## config.mk

```make
export PLATFORM = sky130hd
export DESIGN_NAME = gf_mix_column_seq_flat
export DESIGN_NICKNAME = d
export VERILOG_FILES = /design/src/rtl/gf_mix_column_seq_if.sv /design/src/rtl/gf_mix_column_seq.sv /design/src/flat_wrapper.sv
export SDC_FILE = /design/constraint.sdc
export NUM_CORES = 1
export LEC_CHECK = 0
export BUFFER_PORTS_ARGS = -buffer_cell sky130_fd_sc_hd__buf_2
export CORE_ASPECT_RATIO = 1.2
export CORE_MARGIN = 3
export CORE_UTILIZATION = 50
export CTS_CLUSTER_SIZE = 28
export DETAILED_ROUTE_END_ITERATION = 6
export GPL_ROUTABILITY_DRIVEN = 0
export GPL_TIMING_DRIVEN = 0
export PLACE_DENSITY_LB_ADDON = 0.25
export SLEW_MARGIN = 20
export SYNTH_ARGS = -nofsm -noshare
export SYNTH_HDL_FRONTEND = slang
export SYNTH_SLANG_ARGS = --single-unit
```

## constraint.sdc

```tcl
create_clock -name clk -period 8.4 [get_ports clk]
set_clock_uncertainty 0.2 [all_clocks]
set_input_delay 0.42 -clock clk [delete_from_list [all_inputs] [get_ports clk]]
set_output_delay 0.42 -clock clk [all_outputs]
set_load 0.01 [all_outputs]
```

## src/rtl/gf_mix_column_seq_if.sv

```systemverilog
// Valid/ready bus of the iterative GF(2^8) column mixer: input column with
// matrix select on one side, completed result column on the other.
interface gf_mix_column_seq_if;
  logic        in_valid;
  logic        in_ready;
  logic [31:0] in_col;
  logic [1:0]  in_mode;
  logic [31:0] in_coef;
  logic        out_valid;
  logic        out_ready;
  logic [31:0] out_col;
  logic        busy;

  modport master (
    output in_valid, in_col, in_mode, in_coef, out_ready,
    input  in_ready, out_valid, out_col, busy
  );

  modport slave (
    input  in_valid, in_col, in_mode, in_coef, out_ready,
    output in_ready, out_valid, out_col, busy
  );
endinterface

```

## src/rtl/gf_mix_column_seq.sv

```systemverilog
// Iterative GF(2^8) circulant-matrix x 4-byte column product, LANES output
// bytes per cycle, with forward/inverse/custom first rows.
module gf_mix_column_seq #(
  parameter int          LANES = 1,
  parameter logic [7:0]  POLY  = 8'h1B
) (
  input  logic               clk,
  input  logic               rst_n,
  gf_mix_column_seq_if.slave bus
);

  localparam logic [1:0] ST_IDLE = 2'd0;
  localparam logic [1:0] ST_BUSY = 2'd1;
  localparam logic [1:0] ST_DONE = 2'd2;

  localparam logic [31:0] ROW_FWD = 32'h02030101;
  localparam logic [31:0] ROW_INV = 32'h0e0b0d09;

  if (!(LANES == 1 || LANES == 2 || LANES == 4)) begin : g_bad_lanes
    $error("gf_mix_column_seq: LANES must be 1, 2 or 4");
  end

  // Carry-less multiply with reduction after every shift of the multiplicand.
  function automatic logic [7:0] gmul(input logic [7:0] a, input logic [7:0] b);
    logic [7:0] p;
    logic [7:0] x;
    p = 8'h00;
    x = a;
    for (int i = 0; i < 8; i++) begin
      p = p ^ (x & {8{b[i]}});
      x = {x[6:0], 1'b0} ^ (POLY & {8{x[7]}});
    end
    return p;
  endfunction

  // Output byte i: row i of the circulant is the first row rotated right by i bytes.
  function automatic logic [7:0] row_dot(input logic [31:0] col, input logic [31:0] row,
                                         input logic [1:0] i);
    logic [7:0] acc;
    logic [1:0] k;
    acc = 8'h00;
    for (int c = 0; c < 4; c++) begin
      k   = 2'(c) - i;
      acc = acc ^ gmul(row[8*(3-k) +: 8], col[8*(3-c) +: 8]);
    end
    return acc;
  endfunction

  logic [1:0]  state_r;
  logic [1:0]  idx_r;
  logic [31:0] col_r;
  logic [31:0] row_r;
  logic [31:0] res_r;
  logic [31:0] out_col_r;

  logic [31:0] row_sel_s;
  logic [31:0] res_next_s;
  logic [1:0]  row_s;
  logic [2:0]  idx_sum_s;
  logic        last_s;
  logic        in_ready_s;
  logic        accept_s;

  // Resolve the first matrix row from the mode; reserved mode falls back to forward.
  always_comb begin
    row_sel_s = ROW_FWD;
    case (bus.in_mode)
      2'd0:    row_sel_s = ROW_FWD;
      2'd1:    row_sel_s = ROW_INV;
      2'd2:    row_sel_s = bus.in_coef;
      default: row_sel_s = ROW_FWD;
    endcase
  end

  // Input is taken while idle, or in DONE exactly when the result is being taken.
  always_comb begin
    in_ready_s = 1'b0;
    case (state_r)
      ST_IDLE: in_ready_s = 1'b1;
      ST_DONE: in_ready_s = bus.out_ready;
      default: in_ready_s = 1'b0;
    endcase
  end

  assign accept_s  = bus.in_valid & in_ready_s;
  assign idx_sum_s = {1'b0, idx_r} + 3'(LANES);
  assign last_s    = (idx_sum_s == 3'd4);

  // Merge this cycle's LANES rows into the partial result.
  always_comb begin
    res_next_s = res_r;
    row_s      = 2'd0;
    for (int l = 0; l < LANES; l++) begin
      row_s = idx_r + 2'(l);
      res_next_s[8*(3-row_s) +: 8] = row_dot(col_r, row_r, row_s);
    end
  end

  // Control FSM, operand capture and result registers.
  always_ff @(posedge clk or negedge rst_n) begin
    if (!rst_n) begin
      state_r   <= ST_IDLE;
      idx_r     <= 2'd0;
      col_r     <= 32'h0;
      row_r     <= 32'h0;
      res_r     <= 32'h0;
      out_col_r <= 32'h0;
    end else if (accept_s) begin
      col_r   <= bus.in_col;
      row_r   <= row_sel_s;
      idx_r   <= 2'd0;
      state_r <= ST_BUSY;
    end else begin
      case (state_r)
        ST_IDLE: state_r <= ST_IDLE;
        ST_BUSY: begin
          res_r <= res_next_s;
          if (last_s) begin
            out_col_r <= res_next_s;
            state_r   <= ST_DONE;
          end else begin
            idx_r <= idx_sum_s[1:0];
          end
        end
        ST_DONE: begin
          if (bus.out_ready) begin
            state_r <= ST_IDLE;
          end else begin
            state_r <= ST_DONE;
          end
        end
        default: state_r <= ST_IDLE;
      endcase
    end
  end

  assign bus.in_ready  = in_ready_s;
  assign bus.out_valid = (state_r == ST_DONE);
  assign bus.busy      = (state_r == ST_BUSY);
  assign bus.out_col   = out_col_r;

endmodule

```

## src/flat_wrapper.sv

```systemverilog
// flat-port wrapper written by rule: the top's interface ports become plain ports
module gf_mix_column_seq_flat 
#(
  parameter int          LANES = 1,
  parameter logic [7:0]  POLY  = 8'h1B
)
  (clk, rst_n, bus_in_valid, bus_in_col, bus_in_mode, bus_in_coef, bus_out_ready, bus_in_ready, bus_out_valid, bus_out_col, bus_busy);
  gf_mix_column_seq_if bus_i ();
  input  logic clk;
  input  logic rst_n;
  input wire logic [$bits(bus_i.in_valid)-1:0] bus_in_valid;
  input wire logic [$bits(bus_i.in_col)-1:0] bus_in_col;
  input wire logic [$bits(bus_i.in_mode)-1:0] bus_in_mode;
  input wire logic [$bits(bus_i.in_coef)-1:0] bus_in_coef;
  input wire logic [$bits(bus_i.out_ready)-1:0] bus_out_ready;
  output wire logic [$bits(bus_i.in_ready)-1:0] bus_in_ready;
  output wire logic [$bits(bus_i.out_valid)-1:0] bus_out_valid;
  output wire logic [$bits(bus_i.out_col)-1:0] bus_out_col;
  output wire logic [$bits(bus_i.busy)-1:0] bus_busy;
  assign bus_i.in_valid = bus_in_valid;
  assign bus_i.in_col = bus_in_col;
  assign bus_i.in_mode = bus_in_mode;
  assign bus_i.in_coef = bus_in_coef;
  assign bus_i.out_ready = bus_out_ready;
  assign bus_in_ready = bus_i.in_ready;
  assign bus_out_valid = bus_i.out_valid;
  assign bus_out_col = bus_i.out_col;
  assign bus_busy = bus_i.busy;
  gf_mix_column_seq #(.LANES(LANES), .POLY(POLY)) u_core (.clk(clk), .rst_n(rst_n), .bus(bus_i));
endmodule
```

Yosys cells after proc, flatten, opt, wreduce, memory -nomap -nowiden. Cells that the tools add are included. Widths: inputs -> output; s select.

Shift-type cells: 6. Order comparisons: 0. Eq/ne operators: 7. Multiplexer cells: 10. Div/mod/pow operators: 0. Bitwise gates (word level): 93. Reduce and logical (&&, ||, !) cells: 5. Add/sub/neg operators: 11. $mul: 0.

Operators by type and width (count): $and 8x8->8 (32); $xor 8x8->8 (31); $xor 8x5->8 (28); $shiftx 32x33->8 (4); $pmux 32 s2 (1); $neg 32->34 (1); $shift 8x34->32 const A (1); $shiftx 8x34->32 (1); $bwmux 32 (1); $sub 2x2->3 const A (5); $mux 2 (6); $eq 2x1->1 const B (2); $eq 2x2->1 const B (2); $pmux 2 s2 (1); $reduce_and 2->1 (2); $sub 1x2->2 const A (2); $sub 2x2->2 const A (2); $add 2x1->3 const B (1); $eq 3x3->1 const B (1); $ne 3x1->1 const B (1); $reduce_and 3->1 (1); $logic_not 2->1 (1); $ne 2x2->1 const B (1); $pmux 1 s2 (1); other kinds (3) (3).

Memories: 0. Latch bits: 0. Output and inout port bits: 35. Word-level logic and storage cells: 138. Bits in writable memories: 0. Bits in registers: 132. ROM bits: 0. Input port bits: 70.

Longest topological paths before layout.
Depth in word-level cells: 17. Gate-level depth with buffers: 17. Mapped depth without buffers: 12.

Worst setup path before layout. OpenSTA, ideal clock, no wires.

Kind: reg2reg. Start: register u_core.idx_r[0]. End: register u_core.res_r[3]. Setup time: 118 ps. Clock period less this slack: 4258 ps. Stages on the path, launching flop included: 18. Data required time: 8082 ps. Arrival: 3940 ps. Setup slack: 4142 ps. Path buffers: 5. Cell sequence: dfrtp_1 > buf_6 > buf_12 > buf_6 > inv_1 > ha_1 > buf_2 > buf_2 > mux4_2 > xor2_1 > xor2_1 > nand2_1 > xnor3_1 > xnor3_1 > xnor2_1 > xnor3_2 > nor2_1 > a21o_1.

Longest elaborated chain between the ends: 17. Elaborated cells between the ends (all ways): 108. Classes of those cells: add/sub: 10; shift: 6; mux: 1; bitwise: 91.

RTL lines: start: declaration (line gf_mix_column_seq.sv:50) `logic [1:0] idx_r;`; start signal: assignment (line gf_mix_column_seq.sv:122) `idx_r <= idx_sum_s[1:0];`; $sub 1x2->2 (line gf_mix_column_seq.sv:43) `k = 2'(c) - i;`; $sub 2x2->3 (line gf_mix_column_seq.sv:44) `acc = acc ^ gmul(row[8*(3-k) +: 8], col[8*(3-c) +: 8]);`; $shiftx 32x33->8 (line gf_mix_column_seq.sv:44); $xor 8x5->8 (line gf_mix_column_seq.sv:31) `x = {x[6:0], 1'b0} ^ (POLY & {8{x[7]}});`; $and 8x8->8 or $xor 8x5->8 (tied branches) (line gf_mix_column_seq.sv:30, gf_mix_column_seq.sv:31); $xor 8x8->8, or another cell as far along (5 in series) (line gf_mix_column_seq.sv:30) `p = p ^ (x & {8{b[i]}});`; $xor 8x8->8 or $and 8x8->8 (tied branches) (line gf_mix_column_seq.sv:30); $xor 8x8->8 (line gf_mix_column_seq.sv:30); $xor 8x8->8 (3 in series) (line gf_mix_column_seq.sv:44); $shiftx 8x34->32 (line gf_mix_column_seq.sv:95) `res_next_s[8*(3-row_s) +: 8] = row_dot(col_r, row_r, row_s);`; $bwmux 32 (*) (line gf_mix_column_seq.sv:95); end signal: assignment (line gf_mix_column_seq.sv:117) `res_r <= res_next_s;`; end: declaration (line gf_mix_column_seq.sv:53) `logic [31:0] res_r;`.

Every way passes the cells marked *; elsewhere a longest branch is shown, timed or not. A chain may end at the register's enable or synchronous reset.

Worst setup path after layout.
Start: register u_core.idx_r[0]. End: register u_core.res_r[7].

The elaborated chain is that of the path after synthesis.

==> metrics.txt <==
status=complete, no violations; Post-synth ARST share=100%; simple-gate portion of the synthesized area=20.8%; Worst setup startpoint=u_core.idx_r[0]$_DFFE_PN0P_; Post-Synth XOR/XNOR Area=30.7%; FMAX=0.181 GHz; slowest CP cell=dfrtp_1; GRT met1 Usage=35.0%; post-synthesis mux area share=8.17%; warnings from Yosys=0; drt total wl=31.7 mm; Max Buffers Root-to-Sink=2; die width=141 µm; dpl ws=about 3000 ps; initial antenna violation count=0; Max Slew Vio Count=0; CTS H-tree depth=4; WL/cell=around 19 µm; Post-Syn Area per Cell=about 8.7 µm²; Post-Syn Nets=about 1300; clk_lat worst skew=430 ps; HP Start=bus_in_col[30]; Buffers & Inverters on Critical Path=7; TritonCTS buffer count=17; Unique masters post-synth=51; most frequent cells in the layout=475 x nand2_1, 189 x xnor2_1, 132 x dfrtp_1, 119 x buf_2, 108 x xor2_1; DRC viols=0; CTS clock-pin slew for the worst setup and hold paths=70 ps; Rows=58; Setup TNS=0 ps; Synth Area in Adders=under 10%; I/O Pins=105; die height=168 µm; flop and latch count out of synthesis=132; crit path cell chain=buf_6 -> buf_12 -> buf_6 -> inv_1 -> ha_1 -> buf_2 -> buf_2 -> mux4_2 -> xor2_1 -> xor2_1 -> nand2_1 -> xor2_1 -> xnor2_1 -> xnor3_1 -> xnor2_1 -> inv_1 -> o21ai_0; Final Util=60.0%; largest family of logic cells by synthesized area=XOR/XNOR gates; CP Capture Type=register; vias in the first global route=9259; Tcrit/Tclk final=65.6%; Max Cap Violations=0; layout cells sized above 1=15.3%; # resized after CTS=0; Setup violations, final=0; CP max stage delay=500 ps; number of enable flip-flop cells after synthesis=0; CP delay by family, top=XOR/XNOR gates; Core Area=21200 µm²; vias per std cell=5.43; global-route wire length before repair=50.2 mm; worst path arrival time=around 5700 ps; Post-Syn Instances=1259; # clock sinks=approximately 130; diode count=0; most common cell after layout, fill and taps aside=nand2_1; worst r2r src=u_core.idx_r[0]$_DFFE_PN0P_; CTS tree=yes; global routing met3 resource utilization=under 10%; root buf cell=clkbuf_16; post-synthesis sequential area ratio=30.3%; Syn-to-layout area delta=16.6%; DP HPWL=23.3 mm; complex-gate fraction of the synthesized area=4.85%; Post-DRT Antenna Nets=0; drt first pass iters=5; endpoints failing hold=0; Critical Path RT=8540 ps; total gr overflow=0; Tmin final=around 5500 ps; Setup WS post-layout=around 2900 ps; mapped cell area=10900 µm²; cell with the most instances on the worst path=xor2_1; Worst Max-Slew Pin Slew=758 ps; GR Util All Layers=27.1%; critical path launch point type=register; Detailed Route Iter0 Violations=747; via count=9197; met2 Use GR=44.2%; input/output buffers=104; RSZ-0062 raised after global routing=false; Rel. slew slack=around half; Initial Utilization=51.5%; DIE AREA=23600 µm²; Final nets=1491; crit path max fanout=10; largest net degree at the start of global routing=68; prevailing post-synth register cell=dfrtp_1; Setup CP Type=register to register; most used routing layer=met2; Hold Crit Class=primary input to register
## cells by family after synthesis
logic type                 after synthesis
buffers and inverters                   93
xor gates and xnor gates               333
AOI/OAI and AO/OA                       91
muxes                                   43
and+or+nand+nor                        557
DFF                                    132
adders and majority gates               10
## metal layers
metal	wire (µm)	part of all wire (%)	vias up
li1	-	-	4335
met1	13300	42	4434
met2	15100	48	332
met3	1740	5.5	96
met4	1580	5.0	0
met5	0	0	-
## worst register-to-register path, delay by kind of cell, from the launching register on
kind / cells / cell delay (ps)
AND/OR/NAND/NOR: 1 / 120
XOR/XNOR: 6 / 1940
AO/OA/AOI/OAI: 1 / 220
multiplexers: 1 / 410
adder cells (fa/ha/maj): 1 / 480
buffers and inverters: 7 / 1560
flip-flops: 1 / 500
## state kept, by name, indices dropped and copies added (netlist names)
name                cells
u_core.bus.out_col     32
u_core.row_r           32
u_core.idx_r            2
u_core.state_r          2
u_core.col_r           32
u_core.res_r           32
## final cells by class
class | instances | area, µm²
clock inverter | 15 | 208
sequential | 132 | 3300
fill | 1921 | 8470
timing repair buffer | 133 | 838
buffer | 85 | 414
tap | 270 | 338
inverter | 8 | 30.0
multi-input combinational | 1034 | 7160
clock buffer | 17 | 425
## final timing paths
path / depth (start not counted) / to / slack [ps]
max: 17 / u_core.res_r[7]$_DFFE_PN0P_ / 2890
min: 3 / u_core.col_r[30]$_DFFE_PN0P_ / 10
max reg2reg: 17 / u_core.res_r[7]$_DFFE_PN0P_ / 2890
min reg2reg: 2 / u_core.bus.out_col[20]$_DFFE_PN0P_ / 260
max in group asynchronous: 3 / u_core.row_r[12]$_DFFE_PN0P_ / 6940
min in group asynchronous: 2 / u_core.col_r[23]$_DFFE_PN0P_ / 340
## synthesized netlist by cell type, types with 7 or more instances
| cell type | n | area, µm² |
|---|---|---|
| a21oi_1 | 19 | 95.1 |
| buf_4 | 7 | 52.6 |
| buf_1 | 8 | 30.0 |
| nor2_1 | 15 | 56.3 |
| nand2_1 | 475 | 1780 |
| xor2_2 | 8 | 130 |
| mux4_2 | 30 | 676 |
| clkbuf_1 | 49 | 184 |
| buf_2 | 16 | 80.1 |
| xnor3_1 | 12 | 270 |
| ha_1 | 10 | 125 |
| xor2_1 | 108 | 946 |
| xor3_1 | 8 | 190 |
| xnor2_1 | 189 | 1660 |
| inv_1 | 7 | 26.3 |
| nand3_1 | 21 | 105 |
| o21ai_0 | 37 | 185 |
| dfrtp_1 | 132 | 3300 |
| nor2b_1 | 9 | 56.3 |
| nand3b_1 | 22 | 165 |
## repair_timing
action / CTS / global route
hold endpoints to repair: 92 / 0
hold buffers: 28 / 0
setup buffers: 0 / 0
## through the flow
step                      area, µm²  instances  hold WS [ps]
after floorplan               10900       1259         -75.6
after CTS                     12700       1694         0.550
after global routing          12700       1694          17.1
final                         12700       1694          9.84
after detailed placement      11800       1634           223
after global placement        11800       1633           248
Power is left out: the tool's default activity adds up to more than one toggle a clock period on the data nets, which glitch-free logic cannot reach.
